--- config.mk ---
export PLATFORM = sky130hd
export DESIGN_NAME = uart_autobaud_ctl
export DESIGN_NICKNAME = d
export VERILOG_FILES = /design/src/rtl/uart_autobaud_ctl_pkg.sv /design/src/rtl/uart_baud_x16_gen.sv /design/src/rtl/uart_autobaud_ctl.sv
export SDC_FILE = /design/constraint.sdc
export NUM_CORES = 1
export LEC_CHECK = 0
export ABC_CLOCK_PERIOD_IN_PS = 6300
export CORE_ASPECT_RATIO = 0.6
export CORE_MARGIN = 4
export CORE_UTILIZATION = 50
export CTS_BUF_LIST = sky130_fd_sc_hd__clkbuf_4 sky130_fd_sc_hd__clkbuf_8
export CTS_CLUSTER_DIAMETER = 40
export CTS_CLUSTER_SIZE = 30
export DETAILED_ROUTE_END_ITERATION = 10
export GPL_TIMING_DRIVEN = 0
export PLACE_DENSITY_LB_ADDON = 0.2
export SYNTH_ARGS = -nofsm -noshare
export SYNTH_HDL_FRONTEND = slang
export SYNTH_HIERARCHICAL = 1
export SYNTH_SLANG_ARGS = --single-unit
--- constraint.sdc ---
create_clock -name clk_rx -period 6.3 [get_ports clk_rx]
set_clock_uncertainty 0.2 [all_clocks]
set_input_delay 1.26 -clock clk_rx [delete_from_list [all_inputs] [get_ports clk_rx]]
set_output_delay 1.26 -clock clk_rx [all_outputs]
set_load 0.02 [all_outputs]
--- src/rtl/uart_autobaud_ctl_pkg.sv ---
// ---------------------------------------------------------------------------
// uart_autobaud_ctl_pkg
// Shared definitions for the UART autobaud controller: FSM state encoding,
// the default training character and the fixed timing ratios used while
// settling and verifying a measured rate.
// ---------------------------------------------------------------------------
package uart_autobaud_ctl_pkg;

    typedef enum logic [2:0] {
        IDLE_WAIT = 3'd0,
        EDGE      = 3'd1,
        MEASURE   = 3'd2,
        SETTLE    = 3'd3,
        VERIFY    = 3'd4,
        LOCKED    = 3'd5
    } state_t;

    localparam logic [7:0] SYNC_CHAR_DEFAULT = 8'h55;

    // Consecutive high samples that qualify the line as idle.
    localparam int IDLE_HIGH_CYCLES = 16;
    // Whole bit periods skipped after the start bit before the half-period
    // step that lands mid-stop-bit of the training byte.
    localparam int SETTLE_BITS      = 8;
    // Bit periods allowed for the receiver to deliver the verify byte.
    localparam int VERIFY_BITS      = 12;

endpackage

--- src/rtl/uart_baud_x16_gen.sv ---
// ---------------------------------------------------------------------------
// uart_baud_x16_gen
// Programmable 16x oversample enable generator. A down-counter is loaded
// with div-1; each time it reaches zero a one-cycle baud_x16_en pulse is
// issued and the counter reloads, so pulses are div cycles apart and the
// first one arrives div cycles after the load. With en low the pulse is
// forced off and the counter holds.
//
// Ports:
//   clk_rx       in   clock
//   rst_clk_rx   in   asynchronous active-high reset
//   en           in   generator enable
//   load         in   (re)load the counter with div-1
//   div          in   DIV_W  divisor
//   baud_x16_en  out  single-cycle oversample enable
// ---------------------------------------------------------------------------
module uart_baud_x16_gen #(
    parameter int DIV_W = 16
) (
    input  logic             clk_rx,
    input  logic             rst_clk_rx,
    input  logic             en,
    input  logic             load,
    input  logic [DIV_W-1:0] div,
    output logic             baud_x16_en
);

    logic [DIV_W-1:0] cnt;

    // NOTE: clocked state is assigned with <= so every register samples
    // pre-edge values; = here would make the result order-dependent.
    always_ff @(posedge clk_rx or posedge rst_clk_rx) begin
        if (rst_clk_rx) begin
            cnt         <= '0;
            baud_x16_en <= 1'b0;
        end else if (!en) begin
            baud_x16_en <= 1'b0;
        end else if (load) begin
            cnt         <= div - DIV_W'(1);
            baud_x16_en <= 1'b0;
        end else if (cnt == '0) begin
            cnt         <= div - DIV_W'(1);
            baud_x16_en <= 1'b1;
        end else begin
            cnt         <= cnt - DIV_W'(1);
            baud_x16_en <= 1'b0;
        end
    end

endmodule

--- src/rtl/uart_autobaud_ctl.sv ---
// ---------------------------------------------------------------------------
// uart_autobaud_ctl
// Autobaud controller for the UART receive path. Measures the start bit of
// a sync character, derives the 16x divisor (rounded), holds the receiver
// in reset until mid-stop-bit of that character, then verifies lock on the
// next received byte and re-hunts on repeated framing errors or relock_req.
//
// Ports:
//   clk_rx         in   clock
//   rst_clk_rx     in   asynchronous active-high reset
//   rxd_clk_rx     in   synchronized RXD
//   rx_data        in   8      byte from receiver
//   rx_data_rdy    in   receiver byte strobe
//   frm_err        in   receiver framing-error strobe
//   relock_req     in   forces a re-hunt from any state
//   baud_x16_en    out  oversample enable to the receiver
//   rx_rst_clk_rx  out  synchronous hold-reset to the receiver
//   baud_div       out  DIV_W  current divisor, 0 when not valid
//   locked         out  high only in LOCKED
// ---------------------------------------------------------------------------
module uart_autobaud_ctl
    import uart_autobaud_ctl_pkg::*;
#(
    parameter int         DIV_W     = 16,
    parameter int         MIN_DIV   = 4,
    parameter logic [7:0] SYNC_CHAR = SYNC_CHAR_DEFAULT,
    parameter int         ERR_LIMIT = 4
) (
    input  logic             clk_rx,
    input  logic             rst_clk_rx,
    input  logic             rxd_clk_rx,
    input  logic [7:0]       rx_data,
    input  logic             rx_data_rdy,
    input  logic             frm_err,
    input  logic             relock_req,
    output logic             baud_x16_en,
    output logic             rx_rst_clk_rx,
    output logic [DIV_W-1:0] baud_div,
    output logic             locked
);

    localparam int MEAS_W = DIV_W + 4;
    localparam int TMO_W  = DIV_W + 8;   // holds 12 x bit_len
    localparam int ERR_W  = $clog2(ERR_LIMIT + 1);

    state_t              state, state_nxt;
    logic [3:0]          idle_cnt, idle_cnt_nxt;
    logic [MEAS_W-1:0]   meas_cnt, meas_cnt_nxt;
    logic [MEAS_W-1:0]   bit_len, bit_len_nxt;
    logic [MEAS_W-1:0]   settle_cnt, settle_cnt_nxt;
    logic [3:0]          settle_bits, settle_bits_nxt;
    logic [TMO_W-1:0]    tmo_cnt, tmo_cnt_nxt;
    logic [ERR_W-1:0]    err_cnt, err_cnt_nxt;
    logic [DIV_W-1:0]    baud_div_nxt;
    logic                rx_rst_nxt, locked_nxt, gen_en_nxt, gen_load;

    // Rounded divisor: (meas_cnt + 8) >> 4, formed one bit wider than the
    // counter so the rounding add cannot wrap.
    logic [MEAS_W:0]     meas_round;
    logic [DIV_W-1:0]    meas_div;
    logic [MEAS_W-1:0]   settle_target;
    logic [TMO_W-1:0]    tmo_load;
    logic [ERR_W-1:0]    err_inc;

    assign meas_round    = {1'b0, meas_cnt} + (MEAS_W + 1)'(8);
    assign meas_div      = DIV_W'(meas_round >> 4);
    // Eight whole bit periods, then one half period.
    assign settle_target = (settle_bits == 4'(SETTLE_BITS)) ? (bit_len >> 1) : bit_len;
    assign tmo_load      = (TMO_W'(bit_len) << 3) + (TMO_W'(bit_len) << 2);
    assign err_inc       = err_cnt + ERR_W'(1);

    // NOTE: every signal written here gets a default first, so no path
    // leaves one unassigned and no latch is inferred.
    always_comb begin
        state_nxt       = state;
        idle_cnt_nxt    = idle_cnt;
        meas_cnt_nxt    = meas_cnt;
        bit_len_nxt     = bit_len;
        settle_cnt_nxt  = settle_cnt;
        settle_bits_nxt = settle_bits;
        tmo_cnt_nxt     = tmo_cnt;
        err_cnt_nxt     = err_cnt;
        baud_div_nxt    = baud_div;

        unique case (state)
            IDLE_WAIT: begin
                if (!rxd_clk_rx) begin
                    idle_cnt_nxt = '0;
                end else if (idle_cnt == 4'(IDLE_HIGH_CYCLES - 1)) begin
                    idle_cnt_nxt = '0;
                    state_nxt    = EDGE;
                end else begin
                    idle_cnt_nxt = idle_cnt + 4'd1;
                end
            end
            EDGE: begin
                if (!rxd_clk_rx) begin
                    meas_cnt_nxt = MEAS_W'(1);
                    state_nxt    = MEASURE;
                end
            end
            MEASURE: begin
                if (rxd_clk_rx) begin
                    if (meas_div < DIV_W'(MIN_DIV)) begin
                        state_nxt = IDLE_WAIT;          // glitch, not a start bit
                    end else begin
                        baud_div_nxt    = meas_div;
                        bit_len_nxt     = meas_cnt;
                        settle_cnt_nxt  = '0;
                        settle_bits_nxt = '0;
                        state_nxt       = SETTLE;
                    end
                end else if (meas_cnt == '1) begin
                    state_nxt = IDLE_WAIT;              // slower than we can measure
                end else begin
                    meas_cnt_nxt = meas_cnt + MEAS_W'(1);
                end
            end
            SETTLE: begin
                if (settle_cnt == settle_target - MEAS_W'(1)) begin
                    settle_cnt_nxt = '0;
                    if (settle_bits == 4'(SETTLE_BITS)) begin
                        tmo_cnt_nxt = tmo_load;
                        state_nxt   = VERIFY;
                    end else begin
                        settle_bits_nxt = settle_bits + 4'd1;
                    end
                end else begin
                    settle_cnt_nxt = settle_cnt + MEAS_W'(1);
                end
            end
            VERIFY: begin
                if (rx_data_rdy) begin
                    if (rx_data == SYNC_CHAR) begin
                        // A simultaneous framing error still locks but is
                        // carried into the LOCKED error count.
                        err_cnt_nxt = frm_err ? ERR_W'(1) : '0;
                        state_nxt   = LOCKED;
                    end else begin
                        state_nxt = IDLE_WAIT;
                    end
                end else if (frm_err || tmo_cnt == '0) begin
                    state_nxt = IDLE_WAIT;
                end else begin
                    tmo_cnt_nxt = tmo_cnt - TMO_W'(1);
                end
            end
            LOCKED: begin
                if (frm_err) begin
                    if (err_inc == ERR_W'(ERR_LIMIT)) state_nxt = IDLE_WAIT;
                    else                               err_cnt_nxt = err_inc;
                end else if (rx_data_rdy) begin
                    err_cnt_nxt = '0;
                end
            end
            default: state_nxt = IDLE_WAIT;
        endcase

        if (relock_req) begin
            state_nxt    = IDLE_WAIT;
            idle_cnt_nxt = '0;
        end

        // Every entry to (or stay in) IDLE_WAIT drops the divisor and counters.
        if (state_nxt == IDLE_WAIT) begin
            baud_div_nxt    = '0;
            err_cnt_nxt     = '0;
            meas_cnt_nxt    = '0;
            settle_cnt_nxt  = '0;
            settle_bits_nxt = '0;
            tmo_cnt_nxt     = '0;
        end

        gen_en_nxt = (state_nxt == VERIFY) || (state_nxt == LOCKED);
        rx_rst_nxt = !gen_en_nxt;
        locked_nxt = (state_nxt == LOCKED);
        // Generator restarts on the edge the receiver leaves reset.
        gen_load   = gen_en_nxt && rx_rst_clk_rx;
    end

    always_ff @(posedge clk_rx or posedge rst_clk_rx) begin
        if (rst_clk_rx) begin
            state         <= IDLE_WAIT;
            idle_cnt      <= '0;
            meas_cnt      <= '0;
            bit_len       <= '0;
            settle_cnt    <= '0;
            settle_bits   <= '0;
            tmo_cnt       <= '0;
            err_cnt       <= '0;
            baud_div      <= '0;
            rx_rst_clk_rx <= 1'b1;
            locked        <= 1'b0;
        end else begin
            state         <= state_nxt;
            idle_cnt      <= idle_cnt_nxt;
            meas_cnt      <= meas_cnt_nxt;
            bit_len       <= bit_len_nxt;
            settle_cnt    <= settle_cnt_nxt;
            settle_bits   <= settle_bits_nxt;
            tmo_cnt       <= tmo_cnt_nxt;
            err_cnt       <= err_cnt_nxt;
            baud_div      <= baud_div_nxt;
            rx_rst_clk_rx <= rx_rst_nxt;
            locked        <= locked_nxt;
        end
    end

    uart_baud_x16_gen #(
        .DIV_W (DIV_W)
    ) u_gen (
        .clk_rx      (clk_rx),
        .rst_clk_rx  (rst_clk_rx),
        .en          (gen_en_nxt),
        .load        (gen_load),
        .div         (baud_div),
        .baud_x16_en (baud_x16_en)
    );

endmodule
==> run_results.csv, run 1 <==
group,metric,value,unit
status,outcome,"finished clean",
sta,period_share,96.5,%
worst_setup_path,worst_setup_path_end_kind,"flip-flop",
power_and_ir_drop,leakage,4.66,nW
global_route,grt_pass1_wl,54200,um
sta,relSlewSlack,25.2,%
placement,place.port_buffers,32,
yosys,synth_top_area_share,31.6,%
sta,drv_slew,0,
floorplanning,die_h,120,um
run,maxCapViolCount,0,
floorplanning,fp-row-count,40,
sta,setup_viol_count_final,0,
worst_setup_path,cp_max_fo,10,
routing,ant_nets,0,
routing,vias,10498,
yosys,yosys_warnings,6,
global_route,grt_pass1_vias,9524,
placement,hpwl,25600,um
sta,max_freq,164,MHz
yosys,syn_inst,1280,
global_route,antenna_found_initial,0,
yosys,ys_ff_latch,133,
yosys,synth_nets,1329,
yosys,synth_top_area_cell,"dfrtp_1",
clock_tree,cts_tree,"yes",
routing,dr.first_iter.drc_count,1174,
worst_setup_path,critPathLaunch,"settle_bits[0]",
cells_and_area,syn_to_final_growth,11.1,%
cells_and_area,nNetsFinal,1384,
worst_setup_path,arrival,6240,ps
clock_tree,cts_sinks,133,
cells_and_area,drive_gt1_share,7.42,%
worst_setup_path,critPathRequiredTime,6460,ps
yosys,syn-mean-instance-area,8.16,sq um
yosys,synth_area,0.0104,sq mm
power_and_ir_drop,worst_ir_drop_vdd,0.000129,V
routing,wl_per_cell,21.0,um
yosys,ys_async_sr_fraction,100,%
global_route,track_usage,29.2,%
floorplanning,dieArea,0.0233,sq mm
cells_and_area,finalInstanceArea,0.0116,sq mm
placement,place_ws,-656,ps
worst_setup_path,rr_endpoint,"u_gen/cnt[2]",
clock_tree,clkSlewWorstSetupHoldPaths,80,ps
global_route,grt-ovfl-total,0,
cells_and_area,final_core_util,57.3,%
sta,period_minus_slack,6080,ps
worst_hold_path,hold_class,"reg2reg",
worst_setup_path,startpoint_type,"flip-flop",
clock_tree,h-tree-depth,4,
yosys,yosys_most_used_dff,"dfrtp_1",
worst_setup_path,crit_end,"u_gen/cnt[2]",
floorplanning,io_pins,33,
power_and_ir_drop,powerDensity,143,mW/mm^2
routing,first_pass_iters,7,
worst_setup_path,r2r_slack,220,ps
yosys,ys_top_cells_by_count,"147 x nand2_1, 132 x dfrtp_1, 106 x nor2_1",
yosys,synth_edf_count,0,
sta,hold_viol_final,0,
clock_tree,clockRootBuffer,"clkbuf_8",
yosys,yosysSeqAreaShare,31.9,%
floorplanning,die_w,195,um
placement,gp_congestion,0.971,
clock_tree,clock_latency,480,ps
worst_setup_path,r2r_cells,21,
clock_tree,cts_buffer_depth,2,
placement,placed_area,0.0111,sq mm
floorplanning,fp.coreArea,0.0203,sq mm
cells_and_area,antenna_cells,0,
worst_setup_path,r2r_start,"settle_bits[0]",
floorplanning,start_util,51.5,%
routing,vias_per_cell,6.48,
sta,worst-slew-pin-transition,1120,ps
clock_tree,cts-buffers-inserted,17,
yosys,yosys-top-cells-area,"dfrtp_1 32%, nand2_1 5.3%, xnor2_1 4.6%",
routing,routed_wl,34000,um
sta,setup_ws,221,ps
yosys,ys_types,89,
worst_setup_path,worstSetupPathType,"reg2reg",
yosys,synth_most_common_cell,"nand2_1",
global_route,grt_max_degree,89,
routing,drc_errors,0,
cell usage in the layout, fill, tap and decap left out, types with 8 or more instances in the layout:
master,Yosys,layout
or4_1,10,10
and3_1,20,20
or3_1,15,15
inv_1,35,34
a21oi_1,79,77
dfrtp_1,132,132
nand3b_1,12,12
a31oi_1,22,22
nor3_1,63,63
nor2_1,106,106
clkbuf_8,0,18
o31ai_1,12,12
mux2i_1,26,26
clkdlybuf4s50_1,0,32
xor2_1,28,28
clkbuf_1,68,66
nand3_1,51,50
nor3b_1,14,14
a211oi_1,35,35
ha_1,34,34
xnor2_1,55,55
a311oi_1,8,8
o32ai_1,10,10
o21ai_0,50,50
a21o_1,11,11
nand2b_1,8,8
buf_2,13,12
nand2_1,147,147
nand4_1,16,16
nor4_1,19,19
o21a_1,9,9
state kept, by name, indices dropped and copies added (netlist names):
register           flops
baud_div              16
bit_len               20
err_cnt                3
idle_cnt               4
locked                 1
meas_cnt              20
rx_rst_clk_rx          1
settle_bits            4
settle_cnt            20
state                  3
tmo_cnt               24
u_gen/baud_x16_en      1
u_gen/cnt             16
how the worst min path moves through the flow:
stage                   from                end  slack (ps)  depth (start not counted)
6_report       u_gen/cnt[15]  u_gen/baud_x16_en         320                          1
5_1_grt        u_gen/cnt[15]  u_gen/baud_x16_en         330                          1
4_1_cts        u_gen/cnt[15]  u_gen/baud_x16_en         320                          1
3_5_place_dp   u_gen/cnt[15]  u_gen/baud_x16_en         300                          1
3_3_place_gp   u_gen/cnt[15]  u_gen/baud_x16_en         290                          1
2_1_floorplan  u_gen/cnt[15]  u_gen/baud_x16_en         260                          1
timing repair:
action | in CTS | in global routing
setup endpoints to repair | 17 | 19
setup buffers | 2 | 1
pin swaps | 2 | 2
resized for setup | 5 | 8
hold buffers | 0 | 0
cloned | 0 | 0
worst max-delay path, cell delays in order (launching register included):
cell and delay (ps):
dfrtp_1 440, inv_1 100, ha_1 190, and3b_1 160
clkbuf_1 160, clkbuf_4 280, mux2i_1 320, ha_1 320
or4b_1 580, o311ai_0 310, o221ai_1 240, xnor2_1 230
o2111ai_1 190, nor4_4 400, nand3_2 240, a21oi_4 350
and2_2 290, nand2b_1 120, buf_2 230, buf_4 220
nand2_1 120, a32o_1 280
logic make-up after synthesis:
group | after synthesis | share of synthesized area [%]
buffers and inverters | 124 | 4.79
adder cells (fa/ha/maj) | 35 | 4.26
AO/OA/AOI/OAI | 324 | 21.1
multiplexers | 31 | 3.07
flip-flops | 133 | 31.9
XOR/XNOR | 83 | 6.96
AND/OR/NAND/NOR | 550 | 28.0
per-layer routing:
layer / GRT usage, % / part of all wire [%] / vias up
met2: 36.8 / 37 / 562
met3: 8.89 / 13 / 46
met4: 6.63 / 1.4 / 0
met5: 0 / 0 / -
li1: - / - / 4848
met1: 47.3 / 49 / 5042
report_power, final:
group	total [mW]	switching [mW]	internal [mW]
combinational	0.0476	0.0316	0.0160
sequential	0.862	0.00468	0.857
clock	0.752	0.382	0.370
area by class of cell:
class / instances / area, sq um
plain buffers: 89 / 374
clock buffers: 20 / 263
clock inverters: 11 / 129
fillers: 1923 / 8660
inverters: 35 / 136
multi-input cells: 1023 / 6660
flip-flops and latches: 133 / 3330
well taps: 273 / 342
repair buffers: 36 / 370
stage by stage:
step	TNS (ps)	hold WS, ps	power, mW	cells
floorplan	0	256	0.903	1280
global placement	-34160	293	0.923	1585
detailed placement	-8210	301	0.927	1586
CTS	0	320	1.67	1619
global route	-94.7	334	1.72	1620
finish	0	318	1.66	1620
(Power assumes the default switching activity.)
==> inputs of run 2 (changes only) <==
--- a/config.mk
+++ b/config.mk
@@ -13,6 +13,7 @@
 export CTS_CLUSTER_DIAMETER = 40
 export CTS_CLUSTER_SIZE = 30
 export DETAILED_ROUTE_END_ITERATION = 10
+export DONT_BUFFER_PORTS = 1
 export GPL_TIMING_DRIVEN = 0
 export PLACE_DENSITY_LB_ADDON = 0.2
 export SYNTH_ARGS = -nofsm -noshare
==> run 2 against run 1 <==
  * Power fell by 0.54%
  * Global-route usage fell by 0.66 points
  * Worst hold slack got worse by 7.0 ps
  * Highest routed layer unchanged
==> run_results.csv, run 2 (synthesis results as in run 1) <==
group,metric,value,unit
power_and_ir_drop,worst_ir_drop_vdd,0.000116,V
sta,period_minus_slack,6170,ps
worst_setup_path,cp_max_fo,10,
worst_setup_path,rr_endpoint,"u_gen/cnt[2]",
power_and_ir_drop,leakage,4.53,nW
routing,first_pass_iters,6,
clock_tree,holdBufCountCts,0,
worst_hold_path,worstHoldPathCells,1,
floorplanning,die_w,195,um
routing,drc_errors,0,
routing,vias_per_cell,6.50,
cells_and_area,nNetsFinal,1353,
clock_tree,clockRootBuffer,"clkbuf_8",
cells_and_area,syn_to_final_growth,8.13,%
floorplanning,fp.coreArea,0.0203,sq mm
cells_and_area,final_core_util,55.7,%
sta,rsz0062_at_grt,"false",
worst_hold_path,hold_class,"reg2reg",
global_route,grt-ovfl-total,0,
sta,worst-slew-pin-transition,1050,ps
routing,ant_nets,0,
sta,max_freq,162,MHz
clock_tree,cts_buffer_depth,2,
run,maxCapViolCount,0,
worst_hold_path,min_to,"u_gen/baud_x16_en",
clock_tree,cts_tree,"yes",
global_route,grt_max_degree,70,
worst_setup_path,arrival,6310,ps
worst_setup_path,worst_setup_path_end_kind,"flip-flop",
sta,drv_slew,0,
routing,wl_per_cell,21.0,um
routing,vias,10345,
sta,period_share,97.9,%
worst_setup_path,critPathRequiredTime,6440,ps
power_and_ir_drop,powerDensity,146,mW/mm^2
placement,placedCellCount,1554,
cells_and_area,final_common_cell,"nand2_1",
floorplanning,die_h,120,um
floorplanning,fp-row-count,40,
cells_and_area,mostFrequentLayoutCells,"147 x nand2_1, 132 x dfrtp_1, 106 x nor2_1",
worst_setup_path,r2r_cells,21,
clock_tree,clock_latency,480,ps
status,outcome,"finished clean",
floorplanning,start_util,51.5,%
worst_hold_path,hp-start,"u_gen/cnt[15]",
cells_and_area,finalInstanceArea,0.0113,sq mm
worst_setup_path,r2r_slack,130,ps
worst_setup_path,startpoint_type,"flip-flop",
global_route,grt_pass1_vias,9321,
floorplanning,io_pins,33,
global_route,grt_pass1_wl,53100,um
placement,placed_area,0.0108,sq mm
clock_tree,h-tree-depth,4,
placement,gp_congestion,1.01,
clock_tree,cts-buffers-inserted,17,
sta,hold_viol_final,0,
global_route,antenna_found_initial,0,
placement,place_ws,-668,ps
placement,place.port_buffers,0,
cells_and_area,final_cells,1592,
cells_and_area,drive_gt1_share,7.82,%
global_route,track_usage,28.5,%
floorplanning,dieArea,0.0233,sq mm
cells_and_area,top_register,"tmo_cnt",
sta,relSlewSlack,30.2,%
routing,dr.first_iter.drc_count,1219,
sta,setup_viol_count_final,0,
placement,hpwl,25200,um
sta,setup_ws,134,ps
clock_tree,cts_sinks,133,
sta,tns,0,ps
clock_tree,clkSlewWorstSetupHoldPaths,90,ps
cells_and_area,largest_register_ffs,24,
routing,routed_wl,33500,um
worst_setup_path,worstSetupPathType,"reg2reg",
worst_setup_path,r2r_start,"settle_bits[0]",
-- run 2: cell count changes in the layout (fill, tap and decap cells not counted), moves of 2 or more --
cell / change
clkinv_4: -3
clkdlybuf4s50_1: -32
o311ai_1: +2
o311ai_0: -2
inv_6: +4
diode_2: +2
-- run 2: how the worst max path moves through the flow --
stage | slack (ps) | endpoint | start | cells after the start
after floorplan | 1350 | u_gen/cnt[6] | settle_bits[0] | 21
after global placement | -600 | u_gen/cnt[2] | settle_bits[0] | 21
after detailed placement | -670 | u_gen/cnt[2] | settle_bits[0] | 21
after CTS | 100 | u_gen/cnt[2] | settle_bits[0] | 21
after global routing | 6 | u_gen/cnt[2] | settle_bits[0] | 21
final | 130 | u_gen/cnt[2] | settle_bits[0] | 21
-- run 2: layout make-up --
| cell class | instances | area, sq um |
|---|---|---|
| Antenna cell | 2 | 5.00 |
| Buffer | 89 | 373 |
| Clock buffer | 18 | 241 |
| Clock inverter | 14 | 150 |
| Fill cell | 1935 | 8970 |
| Inverter | 35 | 136 |
| Multi-Input combinational cell | 1023 | 6660 |
| Sequential cell | 133 | 3330 |
| Tap cell | 273 | 342 |
| Timing Repair Buffer | 5 | 57.6 |
-- run 2: routing by layer --
| metal | GRT usage, % | up-vias | part of all wire [%] |
|---|---|---|---|
| li1 | - | 4814 | - |
| met1 | 46.3 | 4956 | 49 |
| met2 | 36.4 | 552 | 37 |
| met3 | 9.57 | 23 | 13 |
| met4 | 3.99 | 0 | 0.65 |
| met5 | 0 | - | 0 |
-- run 2: where the power goes --
| part | switching (mW) | internal [mW] | total (mW) | leakage [nW] |
|---|---|---|---|---|
| clock | 0.393 | 0.360 | 0.753 | 0.194 |
| combinational | 0.0281 | 0.00917 | 0.0373 | 2.53 |
| sequential | 0.00471 | 0.857 | 0.862 | 1.82 |
-- run 2: timing repair --
action	CTS	global route
cloned	0	0
setup endpoints to repair	17	16
gates resized for setup	4	12
buffers inserted	1	3
pin swaps	1	2
-- run 2: worst max-delay path, stage by stage, from the launching register on --
cell       delay, ps
dfrtp_1          440
inv_1            100
ha_1             190
buf_2            210
nand3b_1         160
clkbuf_1         320
a21oi_1          270
ha_2             260
or4b_1           560
a211oi_4         300
o221ai_1         230
xnor2_1          230
o2111ai_1        210
nor4_4           520
nand3_2          260
a21oi_4          330
and2_2           300
nand2b_1         120
buf_2            220
buf_4            220
nand2_1          100
a32o_1           280
-- run 2: stage by stage --
step	total power [mW]	hold WS (ps)
CTS	1.66	318
global route	1.71	333
detailed placement	0.916	304
global placement	0.913	290
finish	1.65	311
floorplan	0.903	256
==> inputs of run 3 (changes only) <==
--- a/config.mk
+++ b/config.mk
@@ -14,6 +14,7 @@
 export CTS_CLUSTER_SIZE = 30
 export DETAILED_ROUTE_END_ITERATION = 10
 export DONT_BUFFER_PORTS = 1
+export GPL_ROUTABILITY_DRIVEN = 0
 export GPL_TIMING_DRIVEN = 0
 export PLACE_DENSITY_LB_ADDON = 0.2
 export SYNTH_ARGS = -nofsm -noshare
==> constraint.sdc (replaced) <==
create_clock -name clk_rx -period 6.3 [get_ports clk_rx]
set_clock_uncertainty 0.2 [all_clocks]
set_input_delay 0.945 -clock clk_rx [delete_from_list [all_inputs] [get_ports clk_rx]]
set_output_delay 0.945 -clock clk_rx [all_outputs]
set_load 0.02 [all_outputs]
==> run 3 against run 2 <==
  * Flip-flop and latch count is the same
  * Power rose by 5.6%
  * Highest routed layer is now met5
  * Maximum frequency up 1.3%
  * Global-route usage down 0.15 points
  * Clock-buffer cell count increased by 4
  * Critical path type unchanged
==> run_results.csv, run 3 (synthesis results as in run 1) <==
group,metric,value,unit
global_route,grt-ovfl-total,0,
placement,hpwl,25000,um
clock_tree,cts_buffer_depth,2,
cells_and_area,antenna_cells,0,
floorplanning,dieArea,0.0233,sq mm
sta,setup_ws,211,ps
worst_setup_path,cp_max_fo,10,
worst_setup_path,worstSetupPathType,"reg2reg",
floorplanning,io_pins,33,
global_route,grt_pass1_wl,52800,um
cells_and_area,top_register,"tmo_cnt",
routing,wl_per_cell,21.1,um
worst_setup_path,critPathLaunch,"settle_bits[0]",
sta,setup_viol_count_final,0,
global_route,antenna_found_initial,0,
clock_tree,cts_sinks,133,
cells_and_area,final_core_util,56.0,%
worst_setup_path,r2r_slack,210,ps
worst_setup_path,crit_end,"u_gen/cnt[2]",
worst_setup_path,rr_endpoint,"u_gen/cnt[2]",
worst_setup_path,critPathRequiredTime,6470,ps
clock_tree,clkSlewWorstSetupHoldPaths,80,ps
clock_tree,h-tree-depth,4,
sta,holdWs,99.0,ps
routing,first_pass_iters,5,
status,outcome,"finished clean",
power_and_ir_drop,leakage,4.57,nW
routing,routed_wl,33500,um
cells_and_area,largest_register_ffs,24,
power_and_ir_drop,worst_ir_drop_vdd,0.000123,V
placement,placed_area,0.0108,sq mm
floorplanning,fp-row-count,40,
run,maxCapViolCount,0,
worst_setup_path,arrival,6260,ps
clock_tree,cts-buffers-inserted,17,
worst_setup_path,r2r_start,"settle_bits[0]",
sta,tns,0,ps
worst_setup_path,startpoint_type,"flip-flop",
cells_and_area,final_common_cell,"nand2_1",
routing,vias_per_cell,6.55,
clock_tree,clock_latency,500,ps
sta,rsz0062_at_grt,"false",
routing,ant_nets,0,
floorplanning,die_h,120,um
cells_and_area,mostFrequentLayoutCells,"147 x nand2_1, 132 x dfrtp_1, 106 x nor2_1",
routing,wirelength_met1,16100,um
cells_and_area,finalInstanceArea,0.0113,sq mm
global_route,grt_pass1_vias,9400,
placement,place.port_buffers,0,
power_and_ir_drop,powerDensity,154,mW/mm^2
worst_setup_path,r2r_cells,21,
routing,top_layer,"met5",
cells_and_area,syn_to_final_growth,8.61,%
sta,relSlewSlack,26.2,%
placement,place_ws,-703,ps
floorplanning,start_util,51.5,%
sta,worst-slew-pin-transition,1110,ps
floorplanning,fp.coreArea,0.0203,sq mm
sta,max_freq,164,MHz
global_route,grt_max_degree,81,
routing,vias,10413,
cells_and_area,drive_gt1_share,7.67,%
clock_tree,holdBufCountCts,0,
clock_tree,clockRootBuffer,"clkbuf_8",
clock_tree,cts_tree,"yes",
sta,period_minus_slack,6090,ps
routing,dr.first_iter.drc_count,1245,
routing,wl_met2,12400,um
worst_setup_path,worst_setup_path_end_kind,"flip-flop",
sta,drv_slew,0,
global_route,track_usage,28.4,%
floorplanning,die_w,195,um
sta,hold_viol_final,0,
sta,period_share,96.7,%
routing,met3_length,4210,um
routing,drc_errors,0,
cells_and_area,nNetsFinal,1352,
worst_hold_path,hold_class,"in2async",
-- run 3: per-layer routing --
metal | global-route usage (%) | vias to the layer above
met1 | 45.2 | 4957
met2 | 35.6 | 596
met5 | 3.27 | -
li1 | - | 4795
met4 | 8.03 | 2
met3 | 8.59 | 63
-- run 3: power breakdown --
group,internal [mW],switching (mW)
combinational,0.00918,0.0281
sequential,0.857,0.00469
clock,0.469,0.377
total,1.34,0.410
-- run 3: worst max-delay path: stages (launching register included) --
cell,delay (ps)
dfrtp_1,440
inv_1,110
ha_1,180
buf_2,220
nand3b_1,130
clkbuf_1,300
a21oi_1,240
ha_1,280
or4b_1,580
a211oi_4,310
a311oi_1,150
a211oi_1,360
nand4_1,160
and4bb_2,470
nand3_2,200
a21oi_4,360
and2_2,300
nand2b_1,120
buf_2,230
buf_4,230
nand2_1,100
a32o_1,280
-- run 3: worst min-delay path by stage --
stage                     slack (ps)  cells after the start                end           from
after global routing             120                      1     settle_cnt[10]     rst_clk_rx
final                            100                      1     settle_cnt[10]     rst_clk_rx
after floorplan                  260                      1  u_gen/baud_x16_en  u_gen/cnt[15]
after CTS                        100                      1        tmo_cnt[11]     rst_clk_rx
after global placement           290                      1  u_gen/baud_x16_en  u_gen/cnt[15]
after detailed placement         290                      1  u_gen/baud_x16_en  u_gen/cnt[15]
-- run 3: layout make-up --
class                      count  area (sq um)
buffer                        89           373
clock inverter                10           170
timing repair buffer           4          50.0
clock buffer                  22           284
sequential                   133          3330
tap                          273           342
fill                        1851          8920
multi-input combinational   1023          6660
inverter                      35           136
-- run 3: what timing repair did --
| action | 4_1_cts | 5_1_grt |
|---|---|---|
| gates resized for setup | 4 | 10 |
| gates cloned | 0 | 0 |
| endpoints found under the hold margin | 0 | 0 |
| setup buffers | 2 | 1 |
| setup endpoints to repair | 17 | 16 |
| pin swaps | 2 | 2 |
-- run 3: per-stage QoR --
stage | cells | power, mW
3_5_place_dp | 1554 | 0.917
4_1_cts | 1588 | 1.76
6_report | 1589 | 1.75
3_3_place_gp | 1553 | 0.913
2_1_floorplan | 1280 | 0.903
5_1_grt | 1589 | 1.80
